[config.mk]
export PLATFORM = sky130hd
export DESIGN_NAME = if_fetch_stage
export DESIGN_NICKNAME = d
export VERILOG_FILES = /design/src/rtl/if_fetch_stage.sv
export SDC_FILE = /design/constraint.sdc
export NUM_CORES = 1
export LEC_CHECK = 0
export ABC_AREA = 0
export BUFFER_PORTS_ARGS = -buffer_cell sky130_fd_sc_hd__clkbuf_2
export CAP_MARGIN = 20
export CORE_ASPECT_RATIO = 1.4
export CORE_MARGIN = 4
export CORE_UTILIZATION = 51
export DETAILED_ROUTE_END_ITERATION = 16
export GPL_TIMING_DRIVEN = 0
export PLACE_DENSITY_LB_ADDON = 0.1
export SLEW_MARGIN = 30
export SYNTH_ARGS = -nofsm -noshare
export SYNTH_HDL_FRONTEND = slang
export SYNTH_SLANG_ARGS = --single-unit
[constraint.sdc]
create_clock -name in_clk -period 5.75 [get_ports in_clk]
set_input_delay 1.15 -clock in_clk [delete_from_list [all_inputs] [get_ports in_clk]]
set_output_delay 1.15 -clock in_clk [all_outputs]
set_load 0.005 [all_outputs]
[src/rtl/if_fetch_stage.sv]
// Instruction-fetch stage with IF/ID register, imem req/ack handshake, stall and redirect.
// Optional IF_FETCH_CNT_EN adds out_fetch_cnt, a wrapping count of valid IF/ID loads.
module if_fetch_stage #(
    parameter logic [31:0] RESET_PC  = 32'h0000_0000,
    parameter logic [31:0] NOP_INSTR = 32'h0000_0000
) (
    input  logic        in_clk,
    input  logic        in_rst_n,
    input  logic        in_stall,
    input  logic [1:0]  in_ctrl_PCSrc,
    input  logic [31:0] in_branch_PC_addr,
    input  logic [31:0] in_jump_PC_addr,
    input  logic [31:0] in_jr_PC_addr,
    output logic        out_imem_req,
    output logic [31:0] out_imem_addr,
    input  logic        in_imem_ack,
    input  logic [31:0] in_imem_rdata,
    output logic [31:0] out_instruct,
    output logic [31:0] out_PC_addr,
    output logic        out_valid
`ifdef IF_FETCH_CNT_EN
    ,
    output logic [31:0] out_fetch_cnt
`endif
);

    typedef enum logic [1:0] {BOOT, FETCH, HOLD, DRAIN} state_t;

    state_t      state_q, state_d;
    logic [31:0] pc_q, pc_d;
    logic [31:0] instr_q, instr_d;
    logic [31:0] pcp4_q, pcp4_d;
    logic        valid_q, valid_d;
    logic [31:0] buf_q, buf_d;
    logic [31:0] buf_pc_q, buf_pc_d;
    logic [31:0] tgt_q, tgt_d;
    logic        req_q, req_d;
    logic        redirect;
    logic [31:0] tgt_sel;
    logic [31:0] tgt;
    logic [31:0] pc_inc;
    logic        load_vld;
`ifdef IF_FETCH_CNT_EN
    logic [31:0] cnt_q, cnt_d;
`endif

    assign redirect = (in_ctrl_PCSrc != 2'b00) && !in_stall;
    assign pc_inc   = pc_q + 32'd4;

    always_comb begin
        case (in_ctrl_PCSrc)
            2'b01:   tgt_sel = in_branch_PC_addr;
            2'b10:   tgt_sel = in_jump_PC_addr;
            2'b11:   tgt_sel = in_jr_PC_addr;
            default: tgt_sel = pc_inc;
        endcase
    end
    assign tgt = {tgt_sel[31:2], 2'b00};

    always_comb begin
        state_d  = state_q;
        pc_d     = pc_q;
        instr_d  = instr_q;
        pcp4_d   = pcp4_q;
        valid_d  = valid_q;
        buf_d    = buf_q;
        buf_pc_d = buf_pc_q;
        tgt_d    = tgt_q;
        load_vld = 1'b0;
        case (state_q)
            BOOT: state_d = FETCH;
            FETCH: begin
                if (in_imem_ack) begin
                    if (redirect) begin
                        pc_d    = tgt;
                        instr_d = NOP_INSTR;
                        valid_d = 1'b0;
                    end else if (!in_stall) begin
                        instr_d  = in_imem_rdata;
                        pcp4_d   = pc_inc;
                        valid_d  = 1'b1;
                        load_vld = 1'b1;
                        pc_d     = pc_inc;
                    end else begin
                        // ID is stalled: park the word so it is neither lost nor refetched
                        buf_d    = in_imem_rdata;
                        buf_pc_d = pc_inc;
                        pc_d     = pc_inc;
                        state_d  = HOLD;
                    end
                end else if (redirect) begin
                    tgt_d   = tgt;
                    instr_d = NOP_INSTR;
                    valid_d = 1'b0;
                    state_d = DRAIN;
                end else if (!in_stall) begin
                    instr_d = NOP_INSTR;
                    valid_d = 1'b0;
                end
            end
            HOLD: begin
                if (!in_stall) begin
                    state_d = FETCH;
                    if (redirect) begin
                        pc_d    = tgt;
                        instr_d = NOP_INSTR;
                        valid_d = 1'b0;
                    end else begin
                        instr_d  = buf_q;
                        pcp4_d   = buf_pc_q;
                        valid_d  = 1'b1;
                        load_vld = 1'b1;
                    end
                end
            end
            default: begin
                // DRAIN: the in-flight access must finish on its old address
                if (!in_stall) begin
                    instr_d = NOP_INSTR;
                    valid_d = 1'b0;
                end
                if (in_imem_ack) begin
                    pc_d    = tgt_q;
                    state_d = FETCH;
                end
            end
        endcase
        req_d = (state_d == FETCH) || (state_d == DRAIN);
    end

`ifdef IF_FETCH_CNT_EN
    assign cnt_d = load_vld ? cnt_q + 32'd1 : cnt_q;
`endif

    always_ff @(posedge in_clk or negedge in_rst_n) begin
        if (!in_rst_n) begin
            state_q  <= BOOT;
            pc_q     <= RESET_PC;
            instr_q  <= NOP_INSTR;
            pcp4_q   <= 32'd0;
            valid_q  <= 1'b0;
            buf_q    <= 32'd0;
            buf_pc_q <= 32'd0;
            tgt_q    <= 32'd0;
            req_q    <= 1'b0;
`ifdef IF_FETCH_CNT_EN
            cnt_q    <= 32'd0;
`endif
        end else begin
            state_q  <= state_d;
            pc_q     <= pc_d;
            instr_q  <= instr_d;
            pcp4_q   <= pcp4_d;
            valid_q  <= valid_d;
            buf_q    <= buf_d;
            buf_pc_q <= buf_pc_d;
            tgt_q    <= tgt_d;
            req_q    <= req_d;
`ifdef IF_FETCH_CNT_EN
            cnt_q    <= cnt_d;
`endif
        end
    end

    assign out_imem_req  = req_q;
    assign out_imem_addr = pc_q;
    assign out_instruct  = instr_q;
    assign out_PC_addr   = pcp4_q;
    assign out_valid     = valid_q;
`ifdef IF_FETCH_CNT_EN
    assign out_fetch_cnt = cnt_q;
`endif

endmodule

==> results of run 1 <==
## flip-flops by register name, summed over array words and instances, names as in the netlist
name	flops
state_q	2
out_valid	1
out_instruct	32
tgt_q	30
buf_pc_q	30
buf_q	32
out_PC_addr	30
out_imem_addr	30
## routing by layer
layer / wire [um] / track usage [%]
met1: 11990 / 35.81
met2: 15120 / 48.21
met3: 1936 / 4.172
met4: 1303 / 12.08
met5: 0 / 0
## synthesized netlist by cell type, drive strengths merged (15+ instances only)
library cell	number	area share, %
a22oi	58	4.4
clkbuf	42	1.6
nand2	166	6.3
nand3	30	1.7
xnor2	15	1.4
or3	15	0.95
nor3	23	1.3
dfrtp	187	47
o21ai	149	7.5
a21oi	39	2.0
mux2	72	8.2
nor2	44	1.7
buf	44	2.4
## stage by stage
stage	instance area (um^2)	TNS (ps)	worst slack, ps	hold slack, ps
floorplan	9921	0	3147	437.1
global placement	11330	-11740	-87.29	450.5
detailed placement	11390	0	2469	456.0
CTS	11980	0	2924	472.6
global route	11980	0	2773	496.2
finish	11980	0	2902	474.6
## report_power, final
group	leakage [uW]	internal, uW	switching, uW
sequential	0.00236	1910	457
combinational	0.00287	1020	1520
clock	0.000280	616	564
total	0.00551	3540	2540
## path summary, 6_finish.rpt
check | startpoint | to | cells after the start
setup reg to reg | state_q[1] | tgt_q[8] | 10
hold reg to reg | tgt_q[13] | tgt_q[13] | 2
max in group asynchronous | in_rst_n | out_imem_addr[3] | 3
hold / removal | tgt_q[13] | tgt_q[13] | 2
min in group asynchronous | in_rst_n | out_instruct[25] | 1
setup / recovery | in_stall | tgt_q[30] | 9
## logic make-up after synthesis
| group | Yosys count | share of synthesized area (%) |
|---|---|---|
| AOI/OAI and AO/OA | 330 | 21.21 |
| xor gates and xnor gates | 20 | 1.843 |
| adders and majority gates | 5 | 0.6313 |
| buffers and inverters | 98 | 4.457 |
| DFF | 187 | 47.22 |
| muxes | 82 | 9.192 |
| other | 1 | 0.03784 |
| and+or+nand+nor | 325 | 15.40 |
## critical path: cells and delay by family
kind                   cells  cell delay, ps
buffers and inverters      4             890
AOI/OAI and AO/OA          1              80
and+or+nand+nor            4            1010
## layout make-up
class,count,area (um^2)
tap,248,310.3
buffer,86,396.6
timing repair buffer,221,1160
sequential,187,4679
multi-input combinational,766,4800
clock buffer,17,425.4
clock inverter,14,161.4
inverter,12,45.04
fill,1746,7166
==> flow_summary.yaml, run 1 <==
worst_setup_path:
  arrival_ps: 3150
  cpPeakStageDelay_ps: 560
  rrSetupSlack_ps: 3000
  endpoint_kind: "register"
  worst_setup_path_start_kind: "primary input"
  slowest_stage: "nor2_1"
  cp_cell_sequence: "clkbuf_2, nand2b_1, clkbuf_1, nor2_1, nand2_1, clkbuf_1, buf_2, nand2_1, o21ai_0"
  crit_type: "primary input to register"
  worstPathMaxFanout: 10
  cp_data_required_time_ps: 6060
status:
  status: "finished, final reports clean"
synthesis:
  synthCells: 1048
  ys_seq_area_share_pct: 47.22
  synth.avg_cell_area_um2: 9.456
  ys_ff_latch: 187
  synth-edff-count: 0
  synthesis.area_um2: 9910
  ys_warn_count: 0
  synth_cell_types: 71
  ys.flop_type: "dfrtp_1"
  synth-async-reset-ratio_pct: 100.0
cts:
  cts_tree: "built"
  clkLatencyLatePin_ps: 430
  cts_hold_buf: 0
  clkTransAtPathRegs_ps: 70
  clockBufferDepth: 2
  cts-root-buf: "clkbuf_16"
  cts_buffers: 17
  post-cts-setup-buffers: 0
  cts.sinks: 187
  ctsHtreeMaxLevel: 4
  post_cts_resized: 0
grt:
  grt_pass1_wl_um: 49330
  antenna_found_initial: 0
  gr-total-overflow: 0
  grt_pass1_vias: 9208
  grt_usage_pct: 28.26
  grt_max_degree: 75
floorplan:
  core_area_um2: 19140
  num_rows: 60
  die_area_um2: 21760
  start_util_pct: 51.76
  die_y_um: 172.9
  io_pins: 232
  die_width_um: 125.8
route:
  post_drt_wl_per_cell_um: 19.56
  drt_wl_total_um: 30340
  dr.pass1.iters: 7
  drt_iter0_markers: 675
  via_per_inst: 5.887
  route.detailed.drc: 0
  vias: 9131
  final_antenna_net_count: 0
layout:
  diodes: 0
  fin_nets: 1430
  fin_util_pct: 62.57
  layout_common_cells: "clkbuf_2 (220), dfrtp_1 (187), nand2_1 (166)"
  final_cells: 1551
  layout_commonest_cell: "clkbuf_2"
  area_growth_pct: 20.87
  drive_above_1_share_pct: 29.32
placement:
  numPortBuffers: 219
  placed_cells: 1520
  hpwlAfterDp_um: 23450
  place_congestion: 0.9877
sta:
  skew_ps: 8.536
  hold_violations: 0
  fin_crit_sh_pct: 49.53
  max_freq_ghz: 0.3511
  maxSlewHeadroom_pct: 49.36
  rsz0062_at_grt: "false"
  finalCriticalPeriod_ps: 2848
  report.final.slew_viol_count: 0
  tightest_slew_ps: 759.5
  finalSetupViolCount: 0
power_and_ir_drop:
  powerDensity_nw_per_um2: 508.0
  irDropWorstVdd_uv: 237.9
  finalPower_uw: 6085
  p_leak_uw: 0.005510
run:
  drv_cap: 0
hold_path:
  hold_class: "register to register"
(Power assumes the default switching activity.)
==> inputs of run 2 (changes only) <==
--- a/config.mk
+++ b/config.mk
@@ -10,7 +10,7 @@
 export CAP_MARGIN = 20
 export CORE_ASPECT_RATIO = 1.4
 export CORE_MARGIN = 4
-export CORE_UTILIZATION = 51
+export CORE_UTILIZATION = 49
 export DETAILED_ROUTE_END_ITERATION = 16
 export GPL_TIMING_DRIVEN = 0
 export PLACE_DENSITY_LB_ADDON = 0.1
==> constraint.sdc (replaced) <==
create_clock -name in_clk -period 2.5 [get_ports in_clk]
set_input_delay 0.5 -clock in_clk [delete_from_list [all_inputs] [get_ports in_clk]]
set_output_delay 0.5 -clock in_clk [all_outputs]
set_load 0.005 [all_outputs]
==> run 2 against run 1 <==
Via count decreased by 0.84%. Final cell count increased by 0.84%. First-iteration DRC count decreased by 14%. Sequential power increased by 130%. Largest power group unchanged. Clock power increased by 130%. Combinational power increased by 130%. Sequential cell count unchanged.
==> flow_summary.yaml, run 2 (same netlist as run 1, synthesis figures left out) <==
status:
  status: "finished, final reports clean"
layout:
  fill_cells: 1793
  fin_util_pct: 61.00
  fin_nets: 1438
  layout_commonest_cell: "clkbuf_2"
  area_growth_pct: 22.15
  layout_common_cells: "clkbuf_2 (227), dfrtp_1 (186), nand2_1 (166)"
  drive_above_1_share_pct: 31.10
  diodes: 0
  final_cells: 1564
sta:
  fin_crit_sh_pct: 95.81
  hold_violations: 0
  max_freq_ghz: 0.4175
  tns_ps: 0
  maxSlewHeadroom_pct: 54.47
  skew_ps: 7.877
  holdWs_ps: 21.57
  tightest_slew_ps: 682.9
  report.final.slew_viol_count: 0
  finalSetupViolCount: 0
  finalCriticalPeriod_ps: 2395
cts:
  cts_hold_buf: 0
  ctsHtreeMaxLevel: 4
  cts_tree: "built"
  clockBufferDepth: 2
  cts_buffers: 17
  clkTransAtPathRegs_ps: 80
  clkLatencyLatePin_ps: 430
  cts.sinks: 187
  cts-root-buf: "clkbuf_16"
power_and_ir_drop:
  finalPower_uw: 14080
  p_leak_uw: 0.005599
  powerDensity_nw_per_um2: 1163
  irDropWorstVdd_uv: 564.7
worst_setup_path:
  rr_worst_depth: 5
  cp_data_required_time_ps: 2790
  rrSetupSlack_ps: 100
  worstPathMaxFanout: 7
  crit_type: "register to register"
  arrival_ps: 2690
  endpoint_kind: "register"
  reg2reg_to: "out_PC_addr[19]"
  worst_setup_path_start_kind: "register"
  r2r_start: "out_imem_addr[6]"
grt:
  grt_max_degree: 79
  gr-total-overflow: 0
  antenna_found_initial: 0
  grt_pass1_vias: 9027
  grt_pass1_wl_um: 47990
  grt_usage_pct: 27.05
route:
  dr.pass1.iters: 7
  via_per_inst: 5.789
  route.detailed.drc: 0
  drt_wl_total_um: 30430
  post_drt_wl_per_cell_um: 19.46
  final_antenna_net_count: 0
  vias: 9054
  drt_iter0_markers: 583
placement:
  numPortBuffers: 219
  place_congestion: 0.9432
  hpwlAfterDp_um: 23790
  placed_cells: 1524
floorplan:
  start_util_pct: 49.94
  num_rows: 61
  core_area_um2: 19840
  die_width_um: 128.2
  die_area_um2: 22600
  die_y_um: 176.3
  io_pins: 232
hold_path:
  hold_class: "primary input to asynchronous set/reset pin"
run:
  drv_cap: 0
## run 2: power breakdown
part | switching (uW) | total, uW | internal, uW
logic | 3500 | 5920 | 2420
clock network | 1330 | 2700 | 1370
registers | 1060 | 5460 | 4400
total | 5890 | 14100 | 8190
## run 2: stage by stage
step                      instance area, um^2  worst slack (ps)
after global routing                    12100           -0.8846
after floorplan                          9921             490.2
final                                   12100             104.8
after global placement                  11330             -2723
after CTS                               11990             2.042
after detailed placement                11400            -212.6
## run 2: layer usage
layer	part of all wire (%)	up-vias	global-route usage [%]
li1	-	4322	-
met1	40	4312	32.69
met2	50	348	47.20
met3	5.8	72	4.207
met4	4.0	0	12.12
met5	0	-	0
## run 2: worst max-delay path, stage by stage (launching register included)
cell,delay (ps)
dfrtp_1,470
nand3_1,410
nor3_1,660
a21boi_0,260
o31ai_1,330
o21ai_0,110
## run 2: worst max-delay path by stage
stage,from,endpoint,slack (ps),cells past startpoint
after floorplan,out_imem_addr[2],out_PC_addr[30],490,7
after global placement,in_rst_n,buf_pc_q[8],-2720,1
after detailed placement,state_q[1],tgt_q[28],-210,10
after CTS,state_q[1],out_imem_addr[15],2,9
after global routing,state_q[1],out_imem_addr[28],-0.9,9
final,out_imem_addr[6],out_PC_addr[19],100,5
## run 2: area by class of cell
cell class | instances | area [um^2] | share of cell area, %
multi-input cells | 766 | 4835 | 39.94
flip-flops and latches | 187 | 4681 | 38.67
repair buffers | 230 | 1227 | 10.14
clock buffers | 18 | 439.2 | 3.628
plain buffers | 85 | 412.9 | 3.411
well taps | 252 | 315.3 | 2.605
clock inverters | 14 | 148.9 | 1.230
inverters | 12 | 45.04 | 0.3721
## run 2: what timing repair did
item	4_1_cts	5_1_grt
pin swaps	0	4
setup buffers	0	9
endpoints found under the setup margin	46	79
endpoints found under the hold margin	0	0
resized for setup	6	25
==> inputs of run 3 (changes only) <==
--- a/config.mk
+++ b/config.mk
@@ -6,7 +6,7 @@
 export NUM_CORES = 1
 export LEC_CHECK = 0
 export ABC_AREA = 0
-export BUFFER_PORTS_ARGS = -buffer_cell sky130_fd_sc_hd__clkbuf_2
+export BUFFER_PORTS_ARGS = -buffer_cell sky130_fd_sc_hd__buf_4
 export CAP_MARGIN = 20
 export CORE_ASPECT_RATIO = 1.4
 export CORE_MARGIN = 4
@@ -14,6 +14,7 @@
 export DETAILED_ROUTE_END_ITERATION = 16
 export GPL_TIMING_DRIVEN = 0
 export PLACE_DENSITY_LB_ADDON = 0.1
+export RECOVER_POWER = 50
 export SLEW_MARGIN = 30
 export SYNTH_ARGS = -nofsm -noshare
 export SYNTH_HDL_FRONTEND = slang
==> run 3 against run 2 <==
Power grew 2.0%. Non-clock buffer count unchanged. Fmax decreased by 1.0%. Clock skew grew 1.3 ps. Sequential cell count is the same. First-iteration DRC count rose by 9.6%. Final cell count did not move. Critical path depth is 4 higher. Largest cell class unchanged. Highest routed layer unchanged.
==> flow_summary.yaml, run 3 (same netlist as run 1, synthesis figures left out) <==
hold_path:
  hold_start: "in_imem_rdata[20]"
  hold_class: "primary input to register"
  min_to: "buf_q[20]"
  hold-path-cell-count: 2
placement:
  numPortBuffers: 219
  place_ws_ps: -212.7
  place_congestion: 0.9664
  hpwlAfterDp_um: 24090
worst_setup_path:
  rrSetupSlack_ps: 80
  arrival_ps: 2730
  cpPeakStageDelay_ps: 450
  cpMostUsedCell: "buf_2"
  cp_data_required_time_ps: 2810
  path_buf_inv: 3
  worst_setup_path_start_kind: "register"
  critPathLaunch: "state_q[1]"
  critical-path-top-delay-family: "compound AO/OA/AOI/OAI gates"
  r2r_start: "state_q[1]"
  rr_worst_depth: 9
  crit_type: "register to register"
  cp_cell_sequence: "inv_1, ha_1, nand2b_1, buf_2, a221o_1, buf_2, or3_1, o21ai_0, a31oi_1"
  reg2reg_to: "out_imem_addr[23]"
  worstPathMaxFanout: 10
  endpoint_kind: "register"
  slowest_stage: "a221o_1"
sta:
  finalCriticalPeriod_ps: 2420
  fin_crit_sh_pct: 96.82
  timing.final.ws_setup_ps: 79.57
  skew_ps: 9.162
  maxSlewHeadroom_pct: 40.45
  tightest_slew_ps: 893.2
  holdWs_ps: 304.4
  report.final.slew_viol_count: 0
  finalSetupViolCount: 0
  max_freq_ghz: 0.4132
  hold_violations: 0
floorplan:
  die_area_um2: 22600
  core_area_um2: 19840
  io_pins: 232
  start_util_pct: 49.94
  num_rows: 61
  die_y_um: 176.3
  die_width_um: 128.2
cts:
  cts_tree: "built"
  ctsHtreeMaxLevel: 4
  clkLatencyLatePin_ps: 440
  clockBufferDepth: 2
  cts.sinks: 187
  cts-root-buf: "clkbuf_16"
  cts_buffers: 17
  clkTransAtPathRegs_ps: 70
layout:
  layout_common_cells: "buf_4 (187), dfrtp_1 (186), nand2_1 (166)"
  layout_commonest_cell: "buf_4"
  fill_cells: 1810
  diodes: 0
  drive_above_1_share_pct: 30.03
  fin_nets: 1438
  area_growth_pct: 26.64
  multi_input_area_um2: 4838
  regArea_um2: 4681
status:
  status: "finished, final reports clean"
power_and_ir_drop:
  p_leak_uw: 0.005655
  irDropWorstVdd_uv: 584.8
  powerDensity_nw_per_um2: 1144
route:
  dr.pass1.iters: 5
  vias: 9032
  via_per_inst: 5.775
  final_antenna_net_count: 0
  drt_wl_total_um: 30850
  post_drt_wl_per_cell_um: 19.73
  route.detailed.drc: 0
  drt_iter0_markers: 639
grt:
  grt_pass1_vias: 9216
  grt_pass1_wl_um: 49080
  gr-total-overflow: 0
  grt_usage_pct: 27.60
  antenna_found_initial: 0
  grt_max_degree: 88
run:
  drv_cap: 0
## run 3: cell count changes in the layout (fill, tap and decap cells not counted), moves of 2 or more
cell / previous run / this run
buf_4: 15 / 187
clkbuf_2: 227 / 11
clkbuf_1: 30 / 44
clkbuf_8: 2 / 0
buf_6: 1 / 3
inv_8: 3 / 5
buf_16: 2 / 0
clkbuf_4: 3 / 34
## run 3: stage by stage
step | instance area, um^2 | setup TNS, ps | power [uW] | instances | util, %
finish | 12550 | 0 | 14360 | 1564 | 63.24
global route | 12550 | -36.57 | 15390 | 1564 | 63.24
CTS | 12530 | 0 | 14410 | 1556 | 63.17
detailed placement | 11940 | -5657 | 11710 | 1524 | 60.18
global placement | 11880 | -63100 | 11510 | 1522 | 59.87
floorplan | 9921 | 0 | 8862 | 1051 | -
## run 3: how the worst max path moves through the flow
stage	slack, ps	cells after the start	to
floorplan	490	7	out_PC_addr[30]
global placement	-320	1	out_imem_addr[10]
detailed placement	-210	9	tgt_q[7]
CTS	9	9	out_imem_addr[28]
global route	-30	6	out_imem_addr[9]
finish	80	9	out_imem_addr[23]
## run 3: report_power, final
group          internal (uW)  switching, uW  total (uW)
combinational           2720           3520        6240
clock                   1340           1330        2670
sequential              4400           1060        5460
total                   8460           5900       14400
## run 3: cell type report
class                      count  share of cell area, %
tap                          252                  2.512
multi-input combinational    766                  38.55
timing repair buffer         230                  13.39
inverter                      12                 0.3589
clock buffer                  18                  3.420
clock inverter                14                  1.157
sequential                   187                  37.30
buffer                        85                  3.310
## run 3: worst register-to-register path: cells and delay by family (launching register included)
kind	cells	cell delay, ps
adders and majority gates	1	250
buffers and inverters	3	520
and+or+nand+nor	2	500
DFF	1	410
AOI/OAI and AO/OA	3	610
## run 3: per-layer routing
metal / routed length (um) / up-vias / track usage, % / share of wire [%]
li1: - / 4305 / - / -
met3: 1888 / 79 / 4.903 / 6.1
met5: 0 / - / 0 / 0
met1: 12050 / 4280 / 32.87 / 39
met4: 1300 / 0 / 12.43 / 4.2
met2: 15610 / 368 / 48.22 / 51
## run 3: what timing repair did
action	CTS	global route
setup buffers	0	8
pin swaps	0	4
hold buffers	1	0
setup endpoints to repair	45	87
endpoints found under the hold margin	15	0
resized for setup	6	30
cloned	0	0
